$ cat config.mk
export PLATFORM = sky130hd
export DESIGN_NAME = slink_tx_sched
export DESIGN_NICKNAME = d
export VERILOG_FILES = /design/src/rtl/slink_tx_sched_pkg.sv /design/src/rtl/slink_tx_sched_rr_arb2.sv /design/src/rtl/slink_tx_sched.sv
export SDC_FILE = /design/constraint.sdc
export NUM_CORES = 1
export LEC_CHECK = 0
export CAP_MARGIN = 10
export CORE_MARGIN = 8
export CORE_UTILIZATION = 35
export DETAILED_ROUTE_END_ITERATION = 8
export RECOVER_POWER = 25
export SYNTH_ARGS = -nofsm -noshare
export SYNTH_HDL_FRONTEND = slang
export SYNTH_SLANG_ARGS = --single-unit
$ cat constraint.sdc
create_clock -name clk_12_5m -period 3.6 [get_ports clk_12_5m]
set_input_delay 0.54 -clock clk_12_5m [delete_from_list [all_inputs] [get_ports clk_12_5m]]
set_output_delay 0.54 -clock clk_12_5m [all_outputs]
set_load 0.01 [all_outputs]
$ cat src/rtl/slink_tx_sched_pkg.sv
// Shared types and defaults for the slink TX frame scheduler.
package slink_tx_sched_pkg;

    typedef enum logic [2:0] {
        StInit = 3'd0,
        StIdle = 3'd1,
        StLen  = 3'd2,
        StPay  = 3'd3,
        StChk  = 3'd4,
        StGap  = 3'd5
    } sched_st_e;

    localparam logic [7:0]  SofByteDefault  = 8'hA5;
    localparam int unsigned IfgMinDefault   = 4;
    localparam int unsigned InitIdleDefault = 64;

endpackage

$ cat src/rtl/slink_tx_sched_rr_arb2.sv
// Two-way round-robin picker; the last-granted channel is held by the parent.
module slink_tx_sched_rr_arb2 (
    input  logic req0_i,
    input  logic req1_i,
    input  logic last_ch_i,
    output logic win_ch_o,
    output logic win_vld_o
);

    always_comb begin
        win_vld_o = req0_i | req1_i;
        if (req0_i && req1_i) begin
            win_ch_o = ~last_ch_i;
        end else begin
            win_ch_o = req1_i;
        end
    end

endmodule

$ cat src/rtl/slink_tx_sched.sv
// Frame scheduler ahead of the slink PCS TX encoder: arbitrates two byte streams and
// wraps each grant as SOF, LEN, payload, CHK with guaranteed idle runs between frames.
module slink_tx_sched
    import slink_tx_sched_pkg::*;
#(
    parameter logic [7:0]  SofByte  = SofByteDefault,
    parameter int unsigned IfgMin   = IfgMinDefault,
    parameter int unsigned InitIdle = InitIdleDefault
) (
    input  logic       clk_12_5m,
    input  logic       rst_12_5m,
    input  logic       tx_en_i,
    input  logic       req0_i,
    input  logic       req1_i,
    input  logic [7:0] len0_i,
    input  logic [7:0] len1_i,
    input  logic [7:0] data0_i,
    input  logic [7:0] data1_i,
    output logic       gnt0_o,
    output logic       gnt1_o,
    output logic       rd0_o,
    output logic       rd1_o,
    output logic [7:0] mactx_pcstx_data_o,
    output logic       mactx_pcstx_dval_o,
    output logic       frame_done_o,
    output logic       busy_o
);

    sched_st_e  state_q, state_d;
    logic [7:0] cnt_q, cnt_d;
    logic [7:0] chk_q, chk_d;
    logic [3:0] gap_q, gap_d;
    logic [7:0] init_q, init_d;
    logic       last_ch_q, last_ch_d;
    logic [1:0] gnt_q, gnt_d;
    logic [7:0] data_q, data_d;
    logic       dval_q, dval_d;
    logic       done_q, done_d;

    logic       win_ch;
    logic       win_vld;
    logic [7:0] win_len;
    logic [7:0] pay_byte;

    slink_tx_sched_rr_arb2 u_arb (
        .req0_i    (req0_i),
        .req1_i    (req1_i),
        .last_ch_i (last_ch_q),
        .win_ch_o  (win_ch),
        .win_vld_o (win_vld)
    );

    assign win_len  = win_ch ? len1_i : len0_i;
    assign pay_byte = gnt_q[1] ? data1_i : data0_i;

    always_comb begin
        state_d   = state_q;
        cnt_d     = cnt_q;
        chk_d     = chk_q;
        gap_d     = gap_q;
        init_d    = init_q;
        last_ch_d = last_ch_q;
        gnt_d     = gnt_q;
        data_d    = data_q;
        dval_d    = 1'b0;
        done_d    = 1'b0;
        rd0_o     = 1'b0;
        rd1_o     = 1'b0;

        unique case (state_q)
            StInit: begin
                if (init_q <= 8'd1) begin
                    state_d = StIdle;
                end else begin
                    init_d = init_q - 8'd1;
                end
            end
            StIdle: begin
                // SOF goes out on the grant edge, so the LEN state shows SOF on the line.
                if (tx_en_i && win_vld) begin
                    gnt_d     = win_ch ? 2'b10 : 2'b01;
                    last_ch_d = win_ch;
                    data_d    = SofByte;
                    dval_d    = 1'b1;
                    cnt_d     = win_len;
                    chk_d     = win_len;
                    state_d   = StLen;
                end
            end
            StLen: begin
                data_d  = cnt_q;
                dval_d  = 1'b1;
                state_d = (cnt_q == 8'd0) ? StChk : StPay;
            end
            StPay: begin
                rd0_o  = gnt_q[0];
                rd1_o  = gnt_q[1];
                data_d = pay_byte;
                dval_d = 1'b1;
                chk_d  = chk_q ^ pay_byte;
                cnt_d  = cnt_q - 8'd1;
                if (cnt_q == 8'd1) begin
                    state_d = StChk;
                end
            end
            StChk: begin
                data_d  = chk_q;
                dval_d  = 1'b1;
                done_d  = 1'b1;
                gap_d   = 4'(IfgMin);
                state_d = StGap;
            end
            StGap: begin
                // gnt stays up while the CHK byte is on the line, drops on the first gap edge.
                gnt_d = 2'b00;
                if (gap_q == 4'd0) begin
                    state_d = StIdle;
                end else begin
                    gap_d = gap_q - 4'd1;
                end
            end
            default: begin
                state_d = StInit;
            end
        endcase
    end

    always_ff @(posedge clk_12_5m or negedge rst_12_5m) begin
        if (!rst_12_5m) begin
            state_q   <= StInit;
            cnt_q     <= 8'd0;
            chk_q     <= 8'd0;
            gap_q     <= 4'd0;
            init_q    <= 8'(InitIdle);
            last_ch_q <= 1'b1;
            gnt_q     <= 2'b00;
            data_q    <= 8'h00;
            dval_q    <= 1'b0;
            done_q    <= 1'b0;
        end else begin
            state_q   <= state_d;
            cnt_q     <= cnt_d;
            chk_q     <= chk_d;
            gap_q     <= gap_d;
            init_q    <= init_d;
            last_ch_q <= last_ch_d;
            gnt_q     <= gnt_d;
            data_q    <= data_d;
            dval_q    <= dval_d;
            done_q    <= done_d;
        end
    end

    assign gnt0_o             = gnt_q[0];
    assign gnt1_o             = gnt_q[1];
    assign mactx_pcstx_data_o = data_q;
    assign mactx_pcstx_dval_o = dval_q;
    assign frame_done_o       = done_q;
    assign busy_o             = (state_q != StIdle);

endmodule

==> impl_metrics.yaml <==
timing:
  finalCriticalPeriod_ns: 2.58
  setup-violations-final: 0
  min_period_over_period_pct: 71.7
  setup_tns_ns: 0
  tightest_slew_ns: 2.41
  whs_ns: 0.477
  fmax_ghz: 0.387
  hold_viol_final: 0
  fin_skew_ns: 0.0107
  slew_headroom_pct: -60.6
  rsz0062_at_grt: "false"
  final-max-slew-violation-count: 45
logic_synthesis:
  synthAdderAreaFrac_pct: 3.04
  synth_top_cell_by_area: "dfrtp_1"
  synthMuxAreaShare_pct: 4.86
  synth_cell_types: 48
  synthFlopType: "dfrtp_1"
  synth-xor-area-share_pct: 3.54
  syn_nets: 309
  synth_top_family_by_area: "simple AND/OR/NAND/NOR gates"
  avgSynthCellArea_um2: 9.29
  yosysMostFrequentCell: "nand2_1"
  synth_commonest_cells: "nand2_1 (44), dfrtp_1 (42), nor2_1 (20)"
  synth_compound_area_share_pct: 17.0
  yosysTopAreaCellShare_pct: 42.5
  synthCells: 266
  yosysWarnings: 0
  synth_edf_count: 0
  synthArstFlopShare_pct: 100
  netlist_area_um2: 2470
  synth-simple-area-share_pct: 22.6
  ys_seq_elements: 44
  ys_seq_area_share_pct: 44.7
  netlist_top_cells_area: "dfrtp_1 (43%), nand2_1 (6.7%), mux2_2 (3.6%)"
worst_setup_path:
  worstSetupStartpointType: "flip-flop"
  end_kind: "output pin"
  worst-r2r-cell-count: 4
  critPathArrivalTime_ns: 2.04
  required_ns: 3.06
  path_class: "reg2out"
  worstPathMaxFanout: 13
route:
  detail-route-antenna-nets: 0
  drc_errors: 0
  vias: 2122
  totalWireLength_um: 6560
  routedWlPerCell_um: 16.0
  viasPerCell: 5.18
  firstDrtPassIters: 4
  drtIter0Drc: 149
placed_design:
  globalplace.congestion: 0.811
  port_buffers: 51
  place_area_um2: 3050
  dp_hpwl_um: 5000
clocking:
  clock_path_buffers: 2
  h-tree-depth: 2
  ctsResizeCount: 0
  cts_setup_buffers: 0
  clk_latency_ns: 0.29
  path_clk_slew_ns: 0.08
  cts_buffers: 5
  root_buffer: "clkbuf_8"
  cts_hold_buffers: 0
  cts_tree: "yes"
  clock_sinks: 44
global_routing:
  grt_max_degree: 45
  antenna_found_initial: 0
  gr-usage-all-layers_pct: 14.1
  grt_overflow: 0
  grt_pass1_wl_um: 11300
  grt_pass1_vias: 2229
power_and_ir_drop:
  p_int_mw: 1.34
  clkPwrFrac_pct: 13.2
  pwr-share-comb_pct: 46.1
  p_leak_nw: 1.32
  ir_worst_vdd_v: 0.000252
  seqPwrFrac_pct: 40.7
  total_power_mw: 2.27
  powerDensity_nw_per_um2: 724
  switching_share_pct: 41.0
  p_switching_uw: 930
final_layout:
  syn_to_final_growth_pct: 26.8
  final.fill_count: 676
  antenna_cells: 0
  final_area_um2: 3130
  layout.nets: 356
  drive_above_1_share_pct: 8.92
floorplan:
  initial_utilization_pct: 36.2
  core-area_um2: 6830
  die_h_um: 100
  num_rows: 30
  die_w_um: 100
  dieArea_um2: 10000
  io_pins: 52
min_path:
  holdCritPathClass: "reg2reg"
  hold_path_depth: 1
run:
  maxCapViolations: 1
status:
  status: "finished, violations left"
  violations: "max-capacitance violations, max-slew violations"
[stage by stage]
stage | setup WS (ns) | utilization [%] | std cells
global route | 0.774 | 45.9 | 410
global placement | 1.18 | 44.7 | 402
finish | 1.02 | 45.9 | 410
floorplan | 1.75 | - | 266
detailed placement | 1.11 | 44.7 | 402
CTS | 0.997 | 45.9 | 410
[path summary, 6_finish.rpt]
kind                             from                  to  slack [ns]
max                        state_q[1]               rd0_o        1.02
min                         init_q[5]           init_q[5]        0.48
max reg2reg                state_q[1]            chk_q[2]        1.23
min reg2reg                 init_q[5]           init_q[5]        0.48
max in group asynchronous   rst_12_5m  mactx_pcstx_dval_o        1.25
min in group asynchronous   rst_12_5m            gnt_q[1]        0.97
[kinds of logic after synthesis]
group | Yosys count
and+or+nand+nor | 105
AOI/OAI and AO/OA | 64
DFF | 44
buffers and inverters | 26
muxes | 11
xor gates and xnor gates | 10
adders and majority gates | 6
[flip-flops by register name (all words and copies together) (netlist names)]
signal              cells
cnt_q                   8
gnt_q                   2
last_ch_q               1
frame_done_o            1
gap_q                   4
state_q                 3
init_q                  8
chk_q                   8
mactx_pcstx_dval_o      1
mactx_pcstx_data_o      8
[power by group through the flow]
stage | Combinational (mW) | Sequential [mW] | Clock, mW
finish | 1.05 | 0.923 | 0.299
global route | 1.18 | 0.958 | 0.329
CTS | 1.06 | 0.921 | 0.310
detailed placement | 1.05 | 0.929 | 0
global placement | 1.05 | 0.926 | 0
floorplan | 0.732 | 0.848 | 0
[layout make-up]
type	instances	area [um^2]	area share (%)
clock buffer	7	76.3	2.44
clock inverter	1	5.00	0.160
inverter	13	48.8	1.56
multi-input combinational	196	1260	40.2
sequential	44	1100	35.2
tap	96	120	3.83
timing repair buffer	53	519	16.6
[placed cells by master, fill, tap and decap left out, types with 6 or more instances in the layout]
master / Yosys / routed
dfrtp_1: 42 / 42
nor2_1: 20 / 20
xnor2_1: 7 / 7
ha_1: 6 / 6
inv_1: 13 / 13
mux2_2: 8 / 8
o21ai_0: 13 / 13
o211ai_1: 6 / 6
a21oi_1: 17 / 17
nand2_1: 44 / 44
a31oi_1: 6 / 6
clkdlybuf4s50_1: 0 / 50
nand3_1: 12 / 12
[metal layers]
metal | vias to the layer above | share of wire [%] | GRT usage, %
met5 | - | 0 | 0
met4 | 0 | 2.7 | 7.56
met3 | 12 | 4.8 | 2.42
met2 | 46 | 47 | 22.0
met1 | 1028 | 46 | 18.2
li1 | 1036 | - | -
[worst max-delay path, stage by stage (launching register included)]
cell,delay (ns)
dfrtp_1,0.64
and3b_1,0.40
and2_1,0.17
clkdlybuf4s50_1,0.54
No activity file was read; power rests on OpenSTA's default activity.
